## src/rtl/dm_port_arbiter.sv

```systemverilog
// dm_port_arbiter: round-robin arbiter that places NUM_REQ requesters onto a
// single synchronous data-memory port. It registers the grant and the DM bus,
// supports a forced-owner override (force_en/force_sel), and returns tagged
// read data one cycle after a read is issued.
// Optional feature macro: DM_ARB_LOCK_EN adds req_lock and locked bus ownership.
module dm_port_arbiter #(
  parameter int NUM_REQ = 4,
  parameter int DATA_W  = 16,
  parameter int ADDR_W  = 16,
  localparam int ID_W   = $clog2(NUM_REQ)
) (
  input  logic                      clk,
  input  logic                      rst,
  input  logic [NUM_REQ-1:0]        req,
  input  logic [NUM_REQ-1:0]        req_wr_en,
  input  logic [NUM_REQ*ADDR_W-1:0] req_addr,
  input  logic [NUM_REQ*DATA_W-1:0] req_data,
`ifdef DM_ARB_LOCK_EN
  input  logic [NUM_REQ-1:0]        req_lock,
`endif
  input  logic                      force_en,
  input  logic [ID_W-1:0]           force_sel,
  input  logic [DATA_W-1:0]         DM_data_out,
  output logic [NUM_REQ-1:0]        gnt,
  output logic [DATA_W-1:0]         DM_data_in,
  output logic [ADDR_W-1:0]         DM_addr,
  output logic                      DM_write_en,
  output logic                      rd_valid,
  output logic [ID_W-1:0]           rd_id,
  output logic [DATA_W-1:0]         rd_data
);

  logic [ADDR_W-1:0]  addr_arr [NUM_REQ];
  logic [DATA_W-1:0]  data_arr [NUM_REQ];
  logic [NUM_REQ-1:0] force_mask;
  logic [NUM_REQ-1:0] elig;
  logic [ID_W-1:0]    rr_ptr;
  logic [ID_W-1:0]    rr_next;
  logic [ID_W-1:0]    win_id;
  logic               win_found;
  logic [ID_W:0]      scan_idx;
  logic [ID_W-1:0]    gnt_id;
  logic               rd_issue;

`ifdef DM_ARB_LOCK_EN
  logic               owner_valid;
  logic [ID_W-1:0]    owner_id;
`endif

  // Unpack the per-requester address/data fields
  for (genvar g = 0; g < NUM_REQ; g++) begin : g_unpack
    assign addr_arr[g] = req_addr[g*ADDR_W +: ADDR_W];
    assign data_arr[g] = req_data[g*DATA_W +: DATA_W];
  end

  // Forced-owner mask; an out-of-range force_sel shifts out and masks everyone
  always_comb begin
    force_mask = '1;
    if (force_en) begin
      force_mask = NUM_REQ'(1) << force_sel;
    end
  end

  // Eligible set: requesters granted this cycle sit out the next edge
  always_comb begin
    elig = req & ~gnt;
`ifdef DM_ARB_LOCK_EN
    // The lock owner bypasses the ~gnt mask and excludes everybody else
    if (owner_valid && !force_en) begin
      elig           = '0;
      elig[owner_id] = req[owner_id];
    end
`endif
    elig = elig & force_mask;
  end

  // Round-robin search starting at rr_ptr, wrapping at NUM_REQ
  always_comb begin
    win_found = 1'b0;
    win_id    = '0;
    scan_idx  = '0;
    for (int unsigned k = 0; k < NUM_REQ; k++) begin
      scan_idx = {1'b0, rr_ptr} + (ID_W+1)'(k);
      if (scan_idx >= (ID_W+1)'(NUM_REQ)) begin
        scan_idx = scan_idx - (ID_W+1)'(NUM_REQ);
      end
      if (!win_found && elig[scan_idx[ID_W-1:0]]) begin
        win_found = 1'b1;
        win_id    = scan_idx[ID_W-1:0];
      end
    end
  end

  // Pointer just past the winner, modulo NUM_REQ
  always_comb begin
    rr_next = win_id + ID_W'(1);
    if (win_id == ID_W'(NUM_REQ - 1)) begin
      rr_next = '0;
    end
  end

  // Registered grant and DM bus; address/data hold when nothing is granted
  always_ff @(posedge clk or posedge rst) begin
    if (rst) begin
      gnt         <= '0;
      gnt_id      <= '0;
      DM_addr     <= '0;
      DM_data_in  <= '0;
      DM_write_en <= 1'b0;
      rr_ptr      <= '0;
    end else if (win_found) begin
      gnt         <= NUM_REQ'(1) << win_id;
      gnt_id      <= win_id;
      DM_addr     <= addr_arr[win_id];
      DM_data_in  <= data_arr[win_id];
      DM_write_en <= req_wr_en[win_id];
      if (!force_en) begin
        rr_ptr <= rr_next;
      end
    end else begin
      gnt         <= '0;
      DM_write_en <= 1'b0;
    end
  end

  assign rd_issue = (|gnt) & ~DM_write_en;

  // Read return: the read on the bus this cycle is reported after the next edge
  always_ff @(posedge clk or posedge rst) begin
    if (rst) begin
      rd_valid <= 1'b0;
      rd_id    <= '0;
    end else begin
      rd_valid <= rd_issue;
      if (rd_issue) begin
        rd_id <= gnt_id;
      end
    end
  end

  // The synchronous DM already registers its output, so rd_data is a plain pass
  always_comb begin
    rd_data = '0;
    if (rd_valid) begin
      rd_data = DM_data_out;
    end
  end

`ifdef DM_ARB_LOCK_EN
  // Lock ownership: taken by a locked grant, released by an unlocked grant to
  // the owner or by the owner dropping req
  always_ff @(posedge clk or posedge rst) begin
    if (rst) begin
      owner_valid <= 1'b0;
      owner_id    <= '0;
    end else begin
      if (owner_valid && !req[owner_id]) begin
        owner_valid <= 1'b0;
      end
      if (win_found) begin
        if (req_lock[win_id]) begin
          owner_valid <= 1'b1;
          owner_id    <= win_id;
        end else if (owner_valid && (win_id == owner_id)) begin
          owner_valid <= 1'b0;
        end
      end
    end
  end
`endif

endmodule

```

## config.mk

```make
export PLATFORM = sky130hd
export DESIGN_NAME = dm_port_arbiter
export DESIGN_NICKNAME = d
export VERILOG_FILES = /design/src/rtl/dm_port_arbiter.sv
export SDC_FILE = /design/constraint.sdc
export NUM_CORES = 1
export LEC_CHECK = 0
export CELL_PAD_IN_SITES_DETAIL_PLACEMENT = 0
export CELL_PAD_IN_SITES_GLOBAL_PLACEMENT = 1
export CORE_MARGIN = 2
export CORE_UTILIZATION = 26
export DETAILED_ROUTE_END_ITERATION = 16
export HOLD_SLACK_MARGIN = 0.02
export PLACE_DENSITY = 0.81
export SLEW_MARGIN = 25
export SYNTH_ARGS = -nofsm -noshare
export SYNTH_HDL_FRONTEND = slang
export SYNTH_SLANG_ARGS = --single-unit
```

## constraint.sdc

```tcl
create_clock -name clk -period 3.25 [get_ports clk]
set_input_delay 0.65 -clock clk [delete_from_list [all_inputs] [get_ports clk]]
set_output_delay 0.65 -clock clk [all_outputs]
set_load 0.01 [all_outputs]
```

==> results of run 1 <==
layout by cell type (no fill, tap or decap), types with 3 or more instances in the layout:
master	netlist	routed
ha_1	4	4
clkdlybuf4s50_1	0	212
nor2_1	33	33
nand3_1	5	5
mux2i_1	64	64
nand2b_1	3	3
buf_12	0	3
dfrtp_1	44	44
clkbuf_8	0	5
a221oi_2	21	21
nand2_1	8	8
mux2_2	4	4
a221oi_1	10	10
buf_4	0	3
inv_1	5	4
and2_1	21	21
o21ai_1	3	3
metal layers:
layer	part of all wire	GRT usage	vias to the layer above
met5	0	0	-
met2	0.54	0.307	119
met1	0.37	0.173	1381
li1	-	-	1403
met4	0.0038	0.0244	0
met3	0.088	0.0415	4
synth_stat cells:
library cell,count
a2111oi_2,1
a211o_1,2
a211oi_1,1
a221o_1,1
a221oi_1,10
a221oi_2,21
a311oi_4,1
and2_1,21
and3_1,2
and3b_1,1
and4b_1,1
buf_2,8
buf_6,3
clkbuf_1,6
clkbuf_4,1
dfrtp_1,44
ha_1,4
inv_1,5
inv_2,1
mux2_2,4
mux2i_1,64
nand2_1,8
nand2_2,1
nand2b_1,3
nand3_1,5
nand3b_1,1
nor2_1,33
nor2_2,1
nor4_1,1
o21a_1,2
o21ai_0,2
o21ai_1,3
o221ai_1,2
o2bb2ai_1,1
registers in the layout, summed over array words and instances (netlist names):
register and count:
gnt_id 2, rr_ptr 2, DM_data_in 16, DM_addr 16
gnt 4, rd_valid 1, rd_id 2, DM_write_en 1
per-stage QoR:
step	worst slack, ps	std cells	utilization	power (uW)
after floorplan	751	265	-	2170
after global placement	214	605	0.478	3210
after detailed placement	229	605	0.478	3250
after CTS	546	612	0.485	3610
after global routing	404	612	0.486	3790
final	523	612	0.486	3550
power by group through the flow:
stage | clock network, uW | registers [uW] | logic (uW)
after floorplan | 0 | 1090 | 1080
after global placement | 0 | 1000 | 2210
after detailed placement | 0 | 1010 | 2230
after CTS | 364 | 1010 | 2240
after global routing | 379 | 1050 | 2360
final | 344 | 1000 | 2200
worst max-delay path by stage:
stage	start	cells after the start	endpoint	slack [ps]
final	force_en	8	gnt[2]	520
after global routing	force_sel[1]	8	DM_data_in[1]	400
after CTS	force_en	8	gnt[2]	550
after detailed placement	force_en	8	gnt[2]	230
after global placement	force_en	8	gnt[2]	210
after floorplan	force_sel[1]	7	rr_ptr[1]	750
final cells by class:
class,instances,area (sq um)
multi-input cells,197,1680
fillers,1049,5580
flip-flops and latches,44,1100
well taps,140,175
clock buffers,5,68.8
repair buffers,218,2200
clock inverters,2,12.5
inverters,6,23.8
worst reg2reg max path: stages (launching register included):
cell       delay (ps)
dfrtp_1           420
nand2b_1          210
a2111oi_2         470
a221oi_2          120
nand2_4           130
buf_12            240
mux2i_1           140
a221oi_1          310
cells by family (layout without fill, tap and decap cells):
family                   Yosys count  count (layout)  synth area share
multiplexers                      68              68             0.237
adder cells (fa/ha/maj)            4               4            0.0173
flip-flops                        44              44             0.380
AO/OA/AOI/OAI                     47              47             0.188
AND/OR/NAND/NOR                   78              78             0.134
buffers and inverters             24             231            0.0436
==> impl_metrics.ini, run 1 <==
[logic_synthesis]
netlist.area_leader.share = 0.380
yosysSeqAreaShare = 0.380
ys_warn_count = 0
netlist_area_sq_um = 2900
syn_avg_cell_area_sq_um = 10.9
synth_top_cell_by_area = dfrtp_1
ys_ff_latch = 44
synth.net_count = 426
synthCells = 265
synth.distinct_cells = 34
synth.area.top_cells = dfrtp_1, mux2i_1, a221oi_2, and2_1, nor2_1

[clock_network]
cts_tree = yes
ctsLongestPathBuffers = 2
clock-root-buffer = clkbuf_8
insertion_delay_ps = 290
cts_resized = 0
post_cts_buffers = 0
htree_levels = 2
cts_made_buffers = 5
clk_pin_slew_ps = 90
hold_buffers = 0
clock_sinks = 44

[worst_setup_path]
timing.rr.start = gnt[2]
cp_slowest_stage_delay_ps = 610
path_delay_family = buffers and inverters
worstSetupEndpointType = register
startpoint_type = primary input
cp.arrival_ps = 2960
path_cells = clkdlybuf4s50_1 -> o21ai_1 -> and3b_1 -> o2bb2ai_1 -> a311oi_4 -> buf_4 -> ha_1 -> and2_1
r2r.worst_path.cells = 7
reg2reg_to = DM_addr[11]
crit_required_ps = 3480
worst-path-buf-inv = 2
cp_max_fo = 16
rrSetupSlack_ps = 1110
critical_path_class = in -> reg
critPathSlowestCell = clkdlybuf4s50_1

[die]
rows = 38
ioPinCount = 213
core_sq_um = 10800
die_area_sq_um = 12000
die_w_microns = 110
fp.dieH_microns = 110
start_util = 0.267

[timing]
hold-worst-slack_ps = 469
timing.final.crit_period_ps = 2730
slew_headroom = 0.450
final.period_utilization = 0.839
fmax_ghz = 0.367
setup_violations = 0
tightest_slew_ps = 823
slew_violations = 0
fin_skew_ps = 10.4
hold_viol = 0
rsz0062_at_grt = no
finalSetupTns_ps = 0

[detailed_routing]
ant_nets = 0
wirelength_microns = 9980
via_per_inst = 4.75
drc = 0
vias = 2907
firstDrtPassIters = 4
routedWlPerCell_microns = 16.3
drt_iter0_markers = 82

[pwr]
p_per_area_nw_per_um2 = 674
p_int_uw = 2190
swShare = 0.383
p_leak_uw = 0.00226
p_comb_frac = 0.621
peakVddDrop_mv = 0.315
pwr-share-clk = 0.097
pwr-share-seq = 0.282
p_switching_uw = 1360

[cells_and_area]
fin_area_sq_um = 5260
nNetsFinal = 633
syn2layout_area_growth_pct = 81.8
n_antenna_cell = 0
drive_gt1_frac = 0.0932

[grt]
grt.overflow.total = 0
grt_usage = 0.158
antenna_found_initial = 0
grt_max_degree = 45
grt_pass1_wl_microns = 14900
grt_pass1_vias = 3001

[hold_path]
hold_class = reg -> reg
worstHoldStart = DM_write_en
min_path_cells = 1
whs_endpoint = rd_valid

[placement]
placed_cell_area_sq_um = 5180
gp_congestion = 0.800
io_buffers = 212
hpwl_microns = 7650

[flow_run]
maxCapViolCount = 0

[status]
status = finished clean
No activity file was read; power rests on OpenSTA's default activity.
==> inputs of run 2 (changes only) <==
- CORE_UTILIZATION: 26 -> 22
- PLACE_DENSITY: 0.81 -> 0.73
- clock period: 3.25 -> 2.35 ns (I/O delays scaled with it)
==> impl_metrics.ini, run 2 (synthesis gave the netlist of run 1 again) <==
[cells_and_area]
drive_gt1_frac = 0.158
n_antenna_cell = 0
fill_cells = 1234
final_cell_mix = clkdlybuf4s50_1, mux2i_1, dfrtp_1
nNetsFinal = 659
syn2layout_area_growth_pct = 99.5
largestRegisters = DM_addr (16), DM_data_in (16), gnt (4)
final_common_cell = clkdlybuf4s50_1

[timing]
final.period_utilization = 0.969
fin_skew_ps = 5.48
slew_headroom = 0.489
rsz0062_at_grt = no
setup_violations = 0
fmax_ghz = 0.439
timing.final.crit_period_ps = 2280
hold-worst-slack_ps = 474
hold_viol = 0
finalSetupTns_ps = 0
tightest_slew_ps = 766
slew_violations = 0

[detailed_routing]
firstDrtPassIters = 4
via_per_inst = 4.57
drc = 0
wirelength_microns = 11200
routedWlPerCell_microns = 16.7
ant_nets = 0
vias = 3066
drt_iter0_markers = 104

[pwr]
p_comb_frac = 0.612
swShare = 0.364
pwr-share-seq = 0.246
p_int_uw = 3630
p_leak_uw = 0.00248
p_switching_uw = 2080
p_total_uw = 5700
pwr-share-clk = 0.142
peakVddDrop_mv = 0.436
p_per_area_nw_per_um2 = 987

[placement]
hpwl_microns = 8500
io_buffers = 212
gp_congestion = 0.845

[grt]
grt.overflow.total = 0
grt_max_degree = 37
grt_pass1_vias = 3280
antenna_found_initial = 0
grt_usage = 0.156
grt_pass1_wl_microns = 17700

[die]
core_sq_um = 12700
start_util = 0.228
fp.dieH_microns = 119
rows = 41
ioPinCount = 213
die_w_microns = 119
die_area_sq_um = 14100

[clock_network]
hold_buffers = 0
clk_pin_slew_ps = 70
ctsLongestPathBuffers = 2
clock-root-buffer = clkbuf_16
clock_sinks = 44
cts_made_buffers = 5
cts_tree = yes
htree_levels = 2
insertion_delay_ps = 280

[worst_setup_path]
crit_required_ps = 2530
rrSetupSlack_ps = 250
cp.arrival_ps = 2450
startpoint_type = primary input
cp_max_fo = 15
worstSetupEndpointType = register
critical_path_class = in -> reg

[status]
status = finished clean

[flow_run]
maxCapViolCount = 0

[hold_path]
hold_class = reg -> reg
==> run 2: area by class of cell <==
| type | instances | area, sq um | area share |
|---|---|---|---|
| timing repair buffer | 244 | 2500 | 0.432 |
| multi-input combinational | 197 | 1770 | 0.306 |
| sequential | 44 | 1100 | 0.191 |
| tap | 172 | 215 | 0.0373 |
| clock buffer | 5 | 125 | 0.0217 |
| clock inverter | 3 | 42.5 | 0.00736 |
| inverter | 6 | 25.0 | 0.00433 |
==> run 2: path summary, 6_finish.rpt <==
check,startpoint,end,cells after the start
max,req[1],gnt[2],11
min,DM_write_en,rd_valid,1
max reg2reg,rr_ptr[1],DM_data_in[11],7
min reg2reg,DM_write_en,rd_valid,1
max in group asynchronous,rst,DM_data_in[10],3
min in group asynchronous,rst,DM_addr[6],2
==> run 2: layer usage <==
metal | share of wire | track usage | vias to the layer above
met4 | 0.0059 | 0.0186 | 0
met2 | 0.52 | 0.282 | 118
met3 | 0.057 | 0.0347 | 6
met1 | 0.42 | 0.194 | 1486
met5 | 0 | 0 | -
li1 | - | - | 1456
==> run 2: power by group through the flow <==
stage          combinational [uW]  clock (uW)  sequential (uW)
3_5_place_dp                 3290           0             1400
5_1_grt                      3740         862             1460
4_1_cts                      3460         831             1410
3_3_place_gp                 3250           0             1390
2_1_floorplan                1500           0             1510
6_report                     3490         809             1410
==> run 2: stage by stage <==
stage / util / area [sq um] / setup slack, ps / std cells
finish: 0.454 / 5780 / 73.4 / 671
global route: 0.454 / 5780 / 1.37 / 671
CTS: 0.449 / 5720 / -2.52 / 669
detailed placement: 0.426 / 5420 / -407 / 658
global placement: 0.426 / 5420 / -337 / 658
floorplan: - / 2900 / 31.2 / 265
==> run 2: worst max-delay path, stage by stage <==
cell	delay, ps
clkdlybuf4s50_1	460
inv_1	40
a211o_1	280
buf_4	180
o2bb2ai_4	160
a311oi_4	60
buf_4	180
buf_4	150
buf_12	160
ha_1	180
and2_1	130
==> run 2: timing repair <==
action,4_1_cts,5_1_grt
endpoints found under the setup margin,37,37
endpoints found under the hold margin,0,0
gates cloned,1,1
resized for setup,19,5
buffers inserted,2,1
pin swaps,6,4
==> inputs of run 3 (changes only) <==
- PLACE_DENSITY: 0.73 -> 0.82
==> impl_metrics.ini, run 3 (synthesis gave the netlist of run 1 again) <==
[status]
status = finished clean

[pwr]
p_per_area_nw_per_um2 = 980
p_leak_uw = 0.00252
peakVddDrop_mv = 0.351

[detailed_routing]
drt_iter0_markers = 128
drc = 0
via_per_inst = 4.61
wirelength_microns = 11400
dr_wl_met2_microns = 6150
wl_met3_microns = 764
top_layer_used = met4
vias = 3091
firstDrtPassIters = 4
routedWlPerCell_microns = 17.0
m1WireLength_microns = 4370
ant_nets = 0

[placement]
hpwl_microns = 8210
io_buffers = 212
gp_congestion = 0.817

[worst_setup_path]
critical_path_class = in -> reg
worst-path-buf-inv = 3
cp_slowest_stage_delay_ps = 360
cp_max_fo = 8
path_delay_family = compound AO/OA/AOI/OAI gates
startpoint_type = primary input
critPathSlowestCell = a211o_4
path_cells = dlygate4sd2_1 -> nand2b_4 -> a211o_4 -> a221oi_4 -> nand2_4 -> buf_12 -> buf_12 -> mux2i_2 -> a221oi_4
worstSetupEndpointType = register
cp.arrival_ps = 2480
crit_required_ps = 2540

[hold_path]
hold_class = reg -> reg

[cells_and_area]
multi_input_area_sq_um = 1780
ff_latch_area_sq_um = 1100
final_cell_mix = clkdlybuf4s50_1, mux2i_1, dfrtp_1
fill_cells = 1206
drive_gt1_frac = 0.168
nNetsFinal = 660
largestRegisters = DM_addr (16), DM_data_in (16), gnt (4)
syn2layout_area_growth_pct = 102
n_antenna_cell = 0
final_common_cell = clkdlybuf4s50_1

[die]
fp.dieH_microns = 119
ioPinCount = 213
start_util = 0.228
die_area_sq_um = 14100
core_sq_um = 12700
rows = 41
die_w_microns = 119

[timing]
slew_headroom = 0.628
slew_violations = 0
tightest_slew_ps = 557
fmax_ghz = 0.437
timing.final.crit_period_ps = 2290
fin_skew_ps = 8.50
hold_viol = 0
setup_violations = 0
hold-worst-slack_ps = 489
final.period_utilization = 0.974
finalSetupTns_ps = 0

[grt]
grt_pass1_wl_microns = 17600
antenna_found_initial = 0
grt_pass1_vias = 3376
grt.overflow.total = 0
grt_max_degree = 24
grt_usage = 0.155

[clock_network]
clock-root-buffer = clkbuf_16
cts_tree = yes
insertion_delay_ps = 280
ctsLongestPathBuffers = 2
htree_levels = 2
clock_sinks = 44
cts_made_buffers = 5
hold_buffers = 0
clk_pin_slew_ps = 70

[flow_run]
maxCapViolCount = 0
## run 3: timing repair
action                     CTS  global route
setup endpoints to repair   36            19
gates resized for setup     12            15
pin swaps                    3            14
buffers inserted             3             2
gates cloned                 3             3
## run 3: stage by stage
step           std cells  area [sq um]  power [uW]  utilization  setup WS, ps
2_1_floorplan        265          2900        3010            -          31.2
3_3_place_gp         654          5400        4590        0.424          -352
3_5_place_dp         654          5400        4650        0.424          -429
4_1_cts              667          5710        5630        0.449          79.8
5_1_grt              671          5840        6080        0.459         -27.0
6_report             671          5840        5730        0.459          61.4
## run 3: cell type report
cell class | count | share of cell area
inverter | 6 | 0.00386
multi-input combinational | 197 | 0.305
sequential | 44 | 0.189
timing repair buffer | 245 | 0.443
clock inverter | 1 | 0.000857
tap | 172 | 0.0369
clock buffer | 6 | 0.0221
## run 3: routing by layer
layer	vias to the layer above	track usage
met1	1506	0.162
met5	-	0
met2	118	0.306
li1	1457	-
met3	10	0.0434
met4	0	0.0246
## run 3: worst paths after layout
| check | slack, ps | depth (start not counted) | end | startpoint |
|---|---|---|---|---|
| worst max-delay path | 60 | 9 | DM_addr[4] | force_sel[1] |
| worst min register to register | 490 | 2 | gnt_id[0] | gnt_id[0] |
| min in group asynchronous | 560 | 2 | DM_data_in[8] | rst |
| worst min-delay path | 490 | 2 | gnt_id[0] | gnt_id[0] |
| max in group asynchronous | 1270 | 3 | DM_data_in[7] | rst |
| worst max register to register | 270 | 8 | DM_addr[4] | gnt[2] |
## run 3: report_power, final
part           internal (uW)  leakage, uW  switching (uW)  total (uW)
Combinational           2090      0.00194            1550        3640
Sequential              1130     0.000514             265        1400
Clock                    388    0.0000667             299         687
## run 3: worst register-to-register path, delay by kind of cell (launching register included)
family	cells	cell delay [ps]
AOI/OAI and AO/OA	3	620
DFF	1	410
muxes	1	270
buffers and inverters	2	280
and+or+nand+nor	2	370
